$ cat config.mk
export PLATFORM = sky130hd
export DESIGN_NAME = alu_execute
export DESIGN_NICKNAME = d
export VERILOG_FILES = /design/src/rtl/alu_execute.sv
export SDC_FILE = /design/constraint.sdc
export NUM_CORES = 1
export LEC_CHECK = 0
export ABC_AREA = 1
export CORE_ASPECT_RATIO = 1.5
export CORE_MARGIN = 2
export CORE_UTILIZATION = 45
export DETAILED_ROUTE_END_ITERATION = 16
export GPL_ROUTABILITY_DRIVEN = 0
export MAX_ROUTING_LAYER = met4
export PLACE_DENSITY = 0.73
export SETUP_SLACK_MARGIN = 0.3
export SYNTH_ARGS = -nofsm -noshare
export SYNTH_HDL_FRONTEND = slang
export SYNTH_SLANG_ARGS = --single-unit
$ cat constraint.sdc
create_clock -name clk -period 3 [get_ports clk]
set_clock_uncertainty 0.1 [all_clocks]
set_input_delay 0.45 -clock clk [delete_from_list [all_inputs] [get_ports clk]]
set_output_delay 0.45 -clock clk [all_outputs]
set_load 0.02 [all_outputs]
$ cat src/rtl/alu_execute.sv
// Execute-stage ALU: add/sub/or/lui in 1 cycle, variable shifts iterate 1 bit/cycle (ALU_FAST_SHIFT_EN: barrel, 1 cycle).
// Latency: 1 edge for single-cycle ops, n SHIFT cycles for a shift by n; busy flags the stall.
// Backpressure: result held in DONE until out_ready; in_ready only when IDLE or DONE being consumed.

`ifndef ALU_add
`define ALU_add   4'd1
`define ALU_sub   4'd2
`define ALU_OR    4'd3
`define ALU_sll   4'd4
`define ALU_sra   4'd5
`define ALU_slli  4'd6
`define ALU_undef 4'd15
`endif

module alu_execute (
  input  logic        clk,
  input  logic        rst_b,
  input  logic        in_valid,
  output logic        in_ready,
  input  logic [3:0]  alu_op,
  input  logic [31:0] op_a,
  input  logic [31:0] op_b,
  input  logic [4:0]  shamt,
  input  logic        flush,
  output logic        out_valid,
  input  logic        out_ready,
  output logic [31:0] out_result,
  output logic        out_overflow,
  output logic        out_undef,
  output logic        busy
);

  typedef enum logic [1:0] {IDLE, SHIFT, DONE} state_t;

  state_t      state, state_nxt;
  logic        accept;
  logic        go_shift;
  logic [31:0] sum, diff, res_nxt;
  logic        ovf_nxt, undef_nxt;

  assign in_ready  = (state == IDLE) || (state == DONE && out_ready);
  assign out_valid = (state == DONE);
  assign accept    = in_valid && in_ready && !flush;
  assign sum       = op_a + op_b;
  assign diff      = op_a - op_b;

`ifdef ALU_FAST_SHIFT_EN
  assign go_shift = 1'b0;
  assign busy     = 1'b0;
`else
  logic [4:0] cnt;
  logic       sra_mode;

  assign go_shift = accept && (alu_op == `ALU_sll || alu_op == `ALU_sra) && (shamt != 5'd0);
  assign busy     = (state == SHIFT);
`endif

  always_comb begin
    res_nxt   = 32'h0;
    ovf_nxt   = 1'b0;
    undef_nxt = 1'b0;
    case (alu_op)
      `ALU_add: begin
        res_nxt = sum;
        ovf_nxt = (op_a[31] == op_b[31]) && (sum[31] != op_a[31]);
      end
      `ALU_sub: begin
        res_nxt = diff;
        ovf_nxt = (op_a[31] != op_b[31]) && (diff[31] != op_a[31]);
      end
      `ALU_OR:    res_nxt = op_a | op_b;
      `ALU_slli:  res_nxt = {op_b[15:0], 16'h0};
`ifdef ALU_FAST_SHIFT_EN
      `ALU_sll:   res_nxt = op_b << shamt;
      `ALU_sra:   res_nxt = $unsigned($signed(op_b) >>> shamt);
`else
      // Iterative build seeds the shifter with op_b; shamt==0 makes it the final result.
      `ALU_sll:   res_nxt = op_b;
      `ALU_sra:   res_nxt = op_b;
`endif
      `ALU_undef: undef_nxt = 1'b1;
      default:    res_nxt = 32'h0;
    endcase
  end

  always_comb begin
    state_nxt = state;
    if (flush) begin
      state_nxt = IDLE;
    end else if (accept) begin
      state_nxt = go_shift ? SHIFT : DONE;
    end else begin
      case (state)
`ifndef ALU_FAST_SHIFT_EN
        SHIFT:   if (cnt == 5'd1) state_nxt = DONE;
`endif
        DONE:    if (out_ready) state_nxt = IDLE;
        default: state_nxt = state;
      endcase
    end
  end

  always_ff @(posedge clk or negedge rst_b) begin
    if (!rst_b) state <= IDLE;
    else        state <= state_nxt;
  end

  always_ff @(posedge clk or negedge rst_b) begin
    if (!rst_b) begin
      out_result   <= 32'h0;
      out_overflow <= 1'b0;
      out_undef    <= 1'b0;
`ifndef ALU_FAST_SHIFT_EN
      cnt          <= 5'd0;
      sra_mode     <= 1'b0;
`endif
    end else if (accept) begin
      out_result   <= res_nxt;
      out_overflow <= ovf_nxt;
      out_undef    <= undef_nxt;
`ifndef ALU_FAST_SHIFT_EN
      cnt          <= shamt;
      sra_mode     <= (alu_op == `ALU_sra);
    end else if (state == SHIFT && !flush) begin
      out_result <= sra_mode ? {out_result[31], out_result[31:1]} : {out_result[30:0], 1'b0};
      cnt        <= cnt - 5'd1;
`endif
    end
  end

endmodule
==> results by group <==
Critical path
  – Worst setup EP type: flip-flop
  – CP Class: primary input to flip-flop
  – Critical Path End: out_result[30]
  – Worst R2R Path Depth: 7
  – CP Launch Type: primary input
  – WP data arrival: 2.75 ns
  – Worst R2R Setup Slack: 0.98 ns
  – Data required, critical path: 3.08 ns
  – Worst r2r src: state[1]
  – Worst-path maximum fanout: 5
  – RR Endpoint: out_result[26]
  – Crit path from: op_b[27]

Timing
  – Slew @ Worst Pin: 0.951 ns
  – Final setup vio count: 0
  – Slew HR: 36.6%
  – Max-slew violations: 0
  – Setup_tns: 0 ns
  – Period utilisation layout: 89.2%
  – Final hold vios: 0
  – Minimum clock period: 2.68 ns
  – Fmax: 0.374 GHz
  – RSZ-0062 raised after global routing: true
  – Worst Setup Slack, final: 0.323 ns

Run status
  – Status: complete, no violations

GRT
  – Vias in the first global route: 11.1k
  – Global-route wire length before repair: 56200 um
  – Initial antenna violation count: 0
  – GRT Util Overall: 35.1%
  – Largest net degree at the start of global routing: 43
  – GRT overflow: 0

Synthesis
  – Mux cell area share after synthesis: 0%
  – Adder-cell share of the synthesized area: 14.9%
  – Ys Warns: 0
  – Synthesized Nets: 1798
  – Seq/Total Area, Yosys: 11.8%
  – Netlist cell types: 48
  – Area leader, netlist: nand2_1
  – Post-synthesis cell count: 1615
  – Compound-gate portion of the synthesized area: 15.7%
  – Synth top area share: 22.3%
  – Simple-gate share of the synthesized area: 39.8%
  – Asr flop ratio synth: 100%
  – Mapped cell area: 8890 um2
  – Main combinational cell family by area after synthesis: simple AND/OR/NAND/NOR gates
  – Post-synth EDFFs: 0
  – Post-synth top flop: dfrtp_1
  – Yosys reg bits: 42
  – Syn_area_per_cell: 5.50 um2
  – Synth top area cells: nand2_1 22%, ha_1 14%, inv_1 13%
  – Synth Area in XOR/XNOR: 0.774%

Floorplanning
  – Row count: 63
  – I/O pin total: 115
  – Height of the die: 176 um
  – Initial core utilization: 45.5%
  – Die area: 20900 um2
  – Placeable Area: 19500 um2
  – Die width: 119 um

Final layout
  – Area of the multi-input gates: 7150 um2
  – Fill cells: 1856
  – Final instance area: 12600 um2
  – Fin nets: 2066
  – Area Overhead vs Synth: 42.0%
  – Final Util: 64.5%
  – Layout cell share with drive strength beyond 1: 23.2%
  – Area taken by flip-flops and latches: 1050 um2

Placed design
  – Setup WS pre-CTS: -0.184 ns
  – Buffers on Ports: 114
  – HPWL after detailed placement: 29800 um
  – Area after DPL: 11500 um2

Clock network
  – Clock root buffer: clkbuf_16
  – Htree depth: 2
  – Clk slew on worst S/H paths: 0.07 ns
  – Clock tree buffer depth: 2
  – CTS tree: yes
  – CTS sink count: 42
  – CTS buffer count: 5
  – Clk_lat worst skew: 0.29 ns

Route
  – Routed len/inst: 17.7 um
  – Post-route ant nets: 0
  – Routed WL: 37900 um
  – DRT iter0 DRCs: 1196
  – Via density: 5.48
  – First-pass iteration count of the detailed router: 6
  – Vias: 11.7k
  – Post-route DRC: 0

Power and ir drop
  – NetSw: 2670 uW
  – P_int: 2710 uW
  – Logic pwr share: 68.0%
  – Total Power: 5380 uW
  – Seq pwr share: 21.5%
  – Clk network pwr share: 10.5%
  – Power per standard cell area: 426 nW/um2
  – Worst vdd ir: 0.253 mV
  – Lkg Pwr: 0.00684 uW
  – Sw Ratio: 49.6%

Job
  – Max_cap viols: 0

Min path
  – Hold WC Path Type: primary input to asynchronous set/reset pin
==> power by group through the flow <==
stage | clock network (uW) | registers (uW) | logic (uW)
floorplan | 0 | 1330 | 1660
global placement | 0 | 1160 | 3270
detailed placement | 0 | 1150 | 3320
CTS | 561 | 1150 | 3370
global route | 576 | 1180 | 3960
finish | 567 | 1160 | 3660
==> synthesized netlist by cell type, drive strengths merged (2+ instances only) <==
cell,instances
nand3b,3
nand4,20
a31oi,7
and2,2
o21ai,85
clkbuf,18
xor2,6
nor3,19
o22ai,27
o2111ai,5
nor2,119
o21bai,7
buf,38
nand2,545
inv,323
a21oi,102
clkinv,3
a22oi,5
fa,2
ha,103
o211ai,2
dfrtp,42
nor4,2
o221ai,4
nand3,118
==> cells by family (layout without fill, tap and decap cells) <==
| group | after synthesis | in the layout |
|---|---|---|
| AO/OA/AOI/OAI | 249 | 249 |
| buffers and inverters | 382 | 651 |
| AND/OR/NAND/NOR | 830 | 830 |
| adder cells (fa/ha/maj) | 105 | 105 |
| flip-flops | 42 | 42 |
| other | 0 | 1 |
| XOR/XNOR | 7 | 7 |
==> flip-flops by register name, indices dropped and copies added (netlist names) <==
| signal | count |
|---|---|
| out_undef | 1 |
| state | 2 |
| sra_mode | 1 |
| cnt | 5 |
| out_overflow | 1 |
| out_result | 32 |
==> area by class of cell <==
cell class / count / share of cell area, %
multi-input combinational: 1191 / 56.7
clock inverter: 2 / 0.0992
tap: 260 / 2.58
clock buffer: 6 / 1.10
inverter: 326 / 9.70
timing repair buffer: 317 / 21.5
sequential: 42 / 8.33
antenna: 1 / 0.0198
==> cell usage in the layout, fill, tap and decap left out, types with 6 or more instances in the layout <==
cell and instances:
nor2_2 28, o21ai_1 13, inv_2 29, ha_4 24, nand2_4 6, o21ai_0 69
nand4_1 20, dfrtp_1 42, nor3_1 8, nor2_1 79, buf_4 198, nor3_2 10
a21oi_1 72, nand2_1 490, dlymetal6s2s_1 10, nand2_2 49, ha_1 74, nor2_4 12
a31oi_1 7, a21oi_2 27, nand3_2 15, clkdlybuf4s50_1 101, inv_1 294, o22ai_1 27
nand3_1 99
==> timing repair <==
action                                  in CTS  in global routing
hold buffers                                 0                  0
endpoints found under the setup margin      20                 27
pin swaps                                    1                 33
hold endpoints to repair                     0                  0
cloned                                       0                  0
buffers inserted                             0                 17
resized for setup                           39                171
==> how the worst min path moves through the flow <==
| stage | end | start |
|---|---|---|
| floorplan | cnt[0] | rst_b |
| global placement | out_overflow | out_overflow |
| detailed placement | out_undef | out_undef |
| CTS | out_result[6] | rst_b |
| global route | out_result[6] | rst_b |
| finish | out_result[6] | rst_b |
==> per-layer routing <==
metal | track usage [%] | vias up | share of wire (%)
li1 | - | 5568 | -
met1 | 35.9 | 5184 | 34
met3 | 5.46 | 267 | 8.4
met2 | 59.1 | 725 | 47
met5 | - | - | 0
met4 | 29.2 | 0 | 11
==> critical path: stages <==
cell and delay, ns:
clkdlybuf4s50_1 0.48, inv_1 0.08, ha_1 0.41, nand2_2 0.16, buf_4 0.17, nor2_1 0.15, nand2_1 0.12, nor2_2 0.14
nand2_2 0.10, nand2_1 0.07, nand2_1 0.05, nand3_1 0.09, nand3_2 0.14, nand2_1 0.09, a21oi_1 0.06
==> stage by stage <==
stage               hold WS (ns)  instances
finish                     0.215       2145
CTS                        0.248       2127
detailed placement         0.400       2119
global route               0.296       2144
floorplan                 0.0544       1615
global placement           0.387       2119
Power figures use the tool's default switching activity.
